**src/rtl/decomp_unpacker.sv**
```systemverilog
// decomp_unpacker: upstream feeder for the per-word decompressor.
//
// Consumes a packed 32-bit compressed stream made of groups. Each group is
// one header word of 2-bit size codes (code i at bits [2i+1:2i]) followed by
// byte-packed payload padded to a word boundary. For every code one
// (payload, code) pair is emitted, payload zero-extended to 32 bits.
//   code 00 = zero word, 01 = 1 byte, 10 = 2 bytes, 11 = 4 bytes raw.
//
// Parameters:
//   GROUP_WORDS  codes used per header (1..16)
//
// Ports:
//   clk, rst_n             clock, asynchronous active-low reset
//   in_data/in_valid/in_ready        packed stream input
//   out_data/out_bitmap/out_last/out_valid/out_ready  decoded output pairs
//
// Optional build macro DECOMP_UNPACK_STATS_EN adds saturating counters:
//   stat_words (output handshakes), stat_zero (handshakes with code 00),
//   stat_groups (completed groups).
module decomp_unpacker #(
  parameter int unsigned GROUP_WORDS = 16
) (
  input  logic        clk,
  input  logic        rst_n,
  input  logic [31:0] in_data,
  input  logic        in_valid,
  output logic        in_ready,
  output logic [31:0] out_data,
  output logic [1:0]  out_bitmap,
  output logic        out_last,
  output logic        out_valid,
  input  logic        out_ready
`ifdef DECOMP_UNPACK_STATS_EN
  ,
  output logic [31:0] stat_words,
  output logic [31:0] stat_zero,
  output logic [15:0] stat_groups
`endif
);

  typedef enum logic {HDR, PAY} state_t;

  localparam logic [3:0] LAST_IDX = 4'(GROUP_WORDS - 1);

  state_t      state;
  logic        run;         // sets on the first clock after reset release
  logic [31:0] hdr;
  logic [3:0]  code_idx;
  logic [4:0]  words_left;
  logic [3:0]  count;
  logic [63:0] bytes_q;     // byte 0 = buffer head; bytes at/above count are zero

  logic [1:0]  code;
  logic [2:0]  need;
  logic        fire;
  logic        last_fire;
  logic [3:0]  pop;
  logic [3:0]  count_after_pop;
  logic [3:0]  count_next;
  logic        push;
  logic        hdr_take;
  logic [31:0] payload;
  logic [63:0] bytes_next;

  function automatic logic [2:0] code_size(input logic [1:0] c);
    case (c)
      2'b00:   return 3'd0;
      2'b01:   return 3'd1;
      2'b10:   return 3'd2;
      default: return 3'd4;
    endcase
  endfunction

  function automatic logic [4:0] hdr_words(input logic [31:0] h);
    logic [6:0] total;
    total = '0;
    for (int unsigned i = 0; i < GROUP_WORDS; i++) begin
      total = total + 7'(code_size(h[2*i +: 2]));
    end
    return 5'((total + 7'd3) >> 2);
  endfunction

  always_comb begin
    code            = hdr[{code_idx, 1'b0} +: 2];
    need            = code_size(code);
    fire            = (state == PAY) && (4'(need) <= count) && (!out_valid || out_ready);
    last_fire       = fire && (code_idx == LAST_IDX);
    pop             = fire ? 4'(need) : '0;
    count_after_pop = count - pop;
    in_ready        = run && ((state == HDR) ||
                              ((words_left != '0) && (count_after_pop <= 4'd4)));
    push            = in_valid && in_ready && (state == PAY);
    hdr_take        = in_valid && in_ready && (state == HDR);
    count_next      = count_after_pop + (push ? 4'd4 : 4'd0);

    case (code)
      2'b00:   payload = '0;
      2'b01:   payload = {24'b0, bytes_q[7:0]};
      2'b10:   payload = {16'b0, bytes_q[15:0]};
      default: payload = bytes_q[31:0];
    endcase

    // Shift out the consumed bytes first, then drop the new word in at the
    // post-pop count; zeros above count make the OR a plain append.
    bytes_next = (bytes_q >> {pop, 3'b000}) |
                 (push ? ({32'b0, in_data} << {count_after_pop, 3'b000}) : '0);
  end

  always_ff @(posedge clk or negedge rst_n) begin
    if (!rst_n) begin
      state      <= HDR;
      run        <= 1'b0;
      hdr        <= '0;
      code_idx   <= '0;
      words_left <= '0;
      count      <= '0;
      bytes_q    <= '0;
      out_valid  <= 1'b0;
      out_data   <= '0;
      out_bitmap <= '0;
      out_last   <= 1'b0;
    end else begin
      run <= 1'b1;

      if (fire) begin
        out_valid  <= 1'b1;
        out_data   <= payload;
        out_bitmap <= code;
        out_last   <= (code_idx == LAST_IDX);
      end else if (out_ready) begin
        out_valid  <= 1'b0;
      end

      case (state)
        HDR: begin
          if (hdr_take) begin
            hdr        <= in_data;
            code_idx   <= '0;
            words_left <= hdr_words(in_data);
            count      <= '0;
            bytes_q    <= '0;
            state      <= PAY;
          end
        end
        PAY: begin
          // All payload words have arrived by the time the last code can
          // fire, so no push coincides with the end of a group.
          if (last_fire) begin
            count   <= '0;
            bytes_q <= '0;
            state   <= HDR;
          end else begin
            count   <= count_next;
            bytes_q <= bytes_next;
            if (fire) code_idx <= code_idx + 4'd1;
          end
          if (push) words_left <= words_left - 5'd1;
        end
        default: state <= HDR;
      endcase
    end
  end

`ifdef DECOMP_UNPACK_STATS_EN
  always_ff @(posedge clk or negedge rst_n) begin
    if (!rst_n) begin
      stat_words  <= '0;
      stat_zero   <= '0;
      stat_groups <= '0;
    end else if (out_valid && out_ready) begin
      if (stat_words != '1) stat_words <= stat_words + 32'd1;
      if ((out_bitmap == 2'b00) && (stat_zero != '1)) stat_zero <= stat_zero + 32'd1;
      if (out_last && (stat_groups != '1)) stat_groups <= stat_groups + 16'd1;
    end
  end
`endif

endmodule

```
**config.mk**
```make
export PLATFORM = sky130hd
export DESIGN_NAME = decomp_unpacker
export DESIGN_NICKNAME = d
export VERILOG_FILES = /design/src/rtl/decomp_unpacker.sv
export SDC_FILE = /design/constraint.sdc
export NUM_CORES = 1
export LEC_CHECK = 0
export BUFFER_PORTS_ARGS = -buffer_cell sky130_fd_sc_hd__buf_2
export CELL_PAD_IN_SITES_DETAIL_PLACEMENT = 2
export CELL_PAD_IN_SITES_GLOBAL_PLACEMENT = 2
export CORE_UTILIZATION = 25
export DETAILED_ROUTE_END_ITERATION = 10
export PLACE_DENSITY_LB_ADDON = 0.1
export RECOVER_POWER = 50
export SKIP_LAST_GASP = 1
export SYNTH_ARGS = -nofsm -noshare
export SYNTH_HDL_FRONTEND = slang
export SYNTH_SLANG_ARGS = --single-unit
```
**constraint.sdc**
```tcl
create_clock -name clk -period 7.53 [get_ports clk]
set_clock_uncertainty 0.05 [all_clocks]
set_input_delay 2.259 -clock clk [delete_from_list [all_inputs] [get_ports clk]]
set_output_delay 2.259 -clock clk [all_outputs]
set_load 0.03 [all_outputs]
```
---- Word-level counts from Yosys, hierarchy flattened ----
Index checks and enable logic that the tools add are counted.
cells by class
  bitwise operators ....................... 2
  equal/unequal tests ..................... 39
  magnitude comparators ................... 2
  add/subtract/negate cells ............... 20
  multiplexer cells ....................... 70
  shift-type cells ........................ 3
  reductions and logical operators ........ 33
operators with widths
  kind                                               count
  two-way mux 64 bit                                 3
  case mux 3 bit (3 select lines)                    17
  case mux 64 bit (2 select lines)                   1
  two-way mux 3 bit                                  34
  case mux 32 bit (3 select lines)                   1
  adder 7 x 3 -> 7 bit                               11
  bitwise OR 64 bit                                  1
  left shift 32 x 7 -> 64 bit                        1
  right shift 64 x 6 -> 64 bit                       1
  == test 2 x 1 -> 1 bit (second input constant)     17
  == test 2 bit (second input constant)              17
  logical NOT 2 bit                                  17
  variable part select 32 x 6 -> 2 bit               1
  two-way mux 4 bit                                  4
  case mux 4 bit (2 select lines)                    2
  two-way mux 5 bit                                  2
  case mux 5 bit (2 select lines)                    1
  logical AND 1 bit                                  8
  adder 6 x 3 -> 7 bit                               1
  adder 7 x 2 -> 7 bit (second input constant)       1
  adder 5 x 3 -> 6 bit                               1
  adder 4 x 3 -> 5 bit                               1
  nonzero test 5 bit                                 1
  subtractor 5 x 1 -> 5 bit (second input constant)  1
  17 further kinds                                   24
storage, ports and cells
  flip-flop bits (word level) ............. 147
  input port bits ......................... 36

---- Longest topological paths before layout ----
  depth in word-level cells ............... 34
  depth in mapped cells ................... 25

---- Worst setup path before layout ----
Ideal clock, no wire load.
  kind .................................... input-to-output
  from .................................... input port out_ready
  to ...................................... output port in_ready
  data arrival time ....................... 4.648 ns
  path buffers ............................ 2
  stages .................................. 13
  required time ........................... 5.221 ns
  setup slack ............................. 0.573 ns
  path through ............................ nand2b_1 > nand2_1 > a21oi_1 > nand3_2 > buf_6 > inv_4 > buf_4 > ha_1 > fa_1 > a21oi_1 > nor2_1 > a31o_2 > and2_1
on the way
  longest elaborated chain between the ends .. 8
RTL lines
  element                                  line  RTL
  start, declared                          32    input logic out_ready
  logical OR 1 bit                         86    fire = (state == PAY) && (4'(need) <= count) && (!out_valid || out_ready);
  logical AND 1 bit                        86
  two-way mux 3 bit                        88    pop = fire ? 4'(need) : '0;
  subtractor 4 x 3 -> 4 bit                89    count_after_pop = count - pop;
  less-or-equal comparator 4 x 3 -> 1 bit  91    ((words_left != '0) && (count_after_pop <= 4'd4)));
  logical AND 1 bit                        91
  logical OR 1 bit                         90    in_ready = run && ((state == HDR) ||
  logical AND 1 bit                        90
  end, declared                            27    output logic in_ready,
No other way between the ends.

---- Worst setup path after layout ----
  from .................................... register code_idx[0]
  to ...................................... output port in_ready
on the way
  longest elaborated chain between the ends .. 12
  elaborated cells on any way between the ends .. 14
  those cells by class .................... add/sub (1); order compare (2); eq/ne (2); shift (1); mux (2); reduce/logical (6)
RTL lines
  element                                      line  RTL
  start, declared                              48    logic [3:0] code_idx;
  start signal, assigned                       155   if (fire) code_idx <= code_idx + 4'd1;
  variable part select 32 x 6 -> 2 bit *       84    code = hdr[{code_idx, 1'b0} +: 2];
  == test 2 bit, or another cell as far along  66    case (c)
  case mux 3 bit (3 select lines) *            66
  less-or-equal comparator 3 x 4 -> 1 bit      86
  logical AND 1 bit (2 in a row)               86
  two-way mux 3 bit *                          88
  subtractor 4 x 3 -> 4 bit *                  89
  less-or-equal comparator 4 x 3 -> 1 bit *    91
  logical AND 1 bit *                          91
  logical OR 1 bit *                           90
  logical AND 1 bit *                          90
Every way passes the cells marked *; elsewhere a longest branch is shown, timed or not.

==> results.ini <==
[critical_path]
critPathArrivalTime_ns = 4.96
critical_path.max_stage_delay_ns = 0.62
worst-path-stages = 18
worst_r2r_endpoint = bytes_q[37]$_DFFE_PN0P_
crit_fanout = 12
critPathCaptureType = output port
timing.critical_path.from = code_idx[0]$_DFFE_PN0P_
r2r_cells = 23
crit_chain = buf_6 -> mux4_2 -> mux2i_2 -> mux2_4 -> nor2_1 -> ha_1 -> nor2_1 -> a31oi_2 -> a21oi_2 -> nand3_2 -> inv_4 -> ha_2 -> fa_2 -> a21oi_2 -> nor2_1 -> a31o_2 -> and2_1 -> buf_2
worstPathRequired_ns = 5.22
crit_end = in_ready
crit_family = multiplexers
startpoint_type = flop
regToRegSetupSlack_ns = 1.35
r2r_start = code_idx[0]$_DFFE_PN0P_
critical_path.slowest_cell = mux4_2
critPathKind = flop to output port
cpMostUsedCell = nor2_1
crit_buf_inv = 3

[yosys]
muxShareOfSynthArea_pct = 10.1
syn_nets = 1181
synth_top_cell_by_area = dfrtp_1
synth_area_sq_um = 10100
synth_cell_types = 65
synth_top_family_by_area = compound AO/OA/AOI/OAI gates
synthSimpleGateAreaFrac_pct = 16.5
synth_edf_count = 0
ys_ff_latch = 147
synth_compound_area_share_pct = 19.8
ys.warnings.count = 0
synth_top_area_share_pct = 36.4
async_reset_ff_share_pct = 100
synth-xor-area-share_pct = 0.868
synth_ff_type = dfrtp_1
ys_seq_area_share_pct = 36.4
postSynthCellCount = 1082
synth_area_per_cell_sq_um = 9.33
synthTopCellsByArea = dfrtp_1 36%, fa_1 8.1%, nand2_1 8.0%, mux2i_1 5.3%, a22o_1 4.0%
yosys.area_share.adder_pct = 10.9

[detailed_routing]
wl_per_cell_microns = 25.6
dr.first_iter.drc_count = 452
detail_route.first_pass.iterations = 5
drc = 0
routed_wl_microns = 42700
avgViaCountPerCell = 5.28
drtAntennaViolNets = 0
vias = 8818

[timing]
post-route-min-period_ns = 7.27
hold_slack_ns = 0.423
tns_ns = 0
max_clock_freq_mhz = 138
setup_viol = 0
rsz0062_at_grt = no
slew_violations = 146
tightest_slew_ns = 3.26
finalHoldViolCount = 0
relSlewSlack_pct = -117
fin_crit_sh_pct = 96.5

[min_path]
hold_path.class = flop to flop

[global_routing]
first_global_vias = 9436
grt_max_degree = 65
antenna_found_initial = 0
track_usage_pct = 21.5
overflow = 0
grt_pass1_wl_microns = 65000

[final_layout]
drive_above_1_share_pct = 16.5
finish.utilization_pct = 29.2
final_cell_mix = 214 x nand2_1, 146 x dfrtp_1, 70 x buf_2, 54 x o21ai_0, 52 x mux2i_1
fin_nets = 1232
syn2layout_area_growth_pct = 15.3
final_common_cell = nand2_1

[run]
max_cap_viol_count = 3

[status]
outcome = complete, but fails checks
violations = max-capacitance violations, max-slew violations

[floorplan]
start_util_pct = 25.4
top_level_ports = 73
dieArea_sq_um = 41200
dieWidth_microns = 203
die_y_microns = 203
coreArea_sq_um = 39800
rows = 73

[clock_tree]
cts-buffers-inserted = 17
clk_path_buf_depth = 2
clk_pin_slew_worst_paths_ns = 0.06
htreeDepth = 4
root_buffer = clkbuf_16
insertion_delay_ns = 0.45
cts_tree = done
cts_sinks = 147
postCtsHoldBufs = 0

[placed_design]
io_buffers = 72
hpwlAfterDp_microns = 30600
gp_congestion = 0.779

registers in the layout (all words and copies together) (netlist names), 2 cells and up:
name	count
code_idx	4
count	4
hdr	32
bytes_q	64
out_bitmap	2
out_data	32
words_left	5
cells by family after synthesis:
family                   after synthesis
AO/OA/AOI/OAI                        276
XOR/XNOR                              10
adder cells (fa/ha/maj)               63
buffers and inverters                129
flip-flops                           147
multiplexers                          88
other                                  1
AND/OR/NAND/NOR                      368
worst min-delay path, cell delays in order, from the launching register on:
cell	delay [ns]
dfrtp_1	0.34
nand2_1	0.05
nand2_1	0.05
stage by stage:
stage	setup WS (ns)	instances	area (sq um)
after global placement	0.216	1639	11100
after global routing	0.0350	1669	11600
after floorplan	0.573	1082	10100
after detailed placement	0.114	1639	11100
final	0.261	1670	11600
after CTS	0.0154	1669	11600
cell usage after synthesis, types with 9 or more instances:
cell and instances:
nand4_1 9, dfrtp_1 147, a211oi_1 10, a22oi_1 27, ha_1 22, clkbuf_1 51
a2bb2oi_1 9, mux2i_1 53, nand2_1 214, nand2b_1 27, a21o_1 11, a21oi_1 26
a22o_1 46, nor2_1 40, o21ai_0 55, nand3_1 16, nor2b_1 13, inv_1 50
buf_2 9, mux2_2 23, and2_1 11, o22ai_1 20, fa_1 41, a221o_1 13
and3_1 9
worst min-delay path by stage:
stage	depth (start not counted)	slack (ns)	start	endpoint
floorplan	2	0.39	hdr[12]$_DFFE_PN0P_	hdr[12]$_DFFE_PN0P_
global placement	2	0.40	hdr[11]$_DFFE_PN0P_	hdr[11]$_DFFE_PN0P_
detailed placement	2	0.41	hdr[11]$_DFFE_PN0P_	hdr[11]$_DFFE_PN0P_
CTS	2	0.43	hdr[18]$_DFFE_PN0P_	hdr[18]$_DFFE_PN0P_
global route	1	0.44	out_bitmap[1]$_DFFE_PN0N_	out_bitmap[1]$_DFFE_PN0N_
finish	2	0.42	hdr[11]$_DFFE_PN0P_	hdr[11]$_DFFE_PN0P_
per-layer routing:
layer	vias to the layer above	routed length [microns]	GRT usage, %
met2	155	19800	34.0
li1	3965	-	-
met5	-	0	0
met3	39	1440	3.03
met4	0	647	5.64
met1	4659	20800	30.6
final cells by class:
| class | instances | area, sq um |
|---|---|---|
| Timing Repair Buffer | 106 | 612 |
| Clock inverter | 10 | 86.3 |
| Multi-Input combinational cell | 806 | 5930 |
| Tap cell | 525 | 657 |
| Inverter | 55 | 209 |
| Sequential cell | 147 | 3680 |
| Clock buffer | 20 | 457 |
| Fill cell | 4551 | 28200 |
| Antenna cell | 1 | 2.50 |
timing repair:
item                                   CTS  global route
setup endpoints to repair                1             1
resized for setup                        5             2
endpoints found under the hold margin    0             0
setup buffers                            0             0
Power is left out: the tool's default activity adds up to more than one toggle a clock period on the data nets, which glitch-free logic cannot reach.
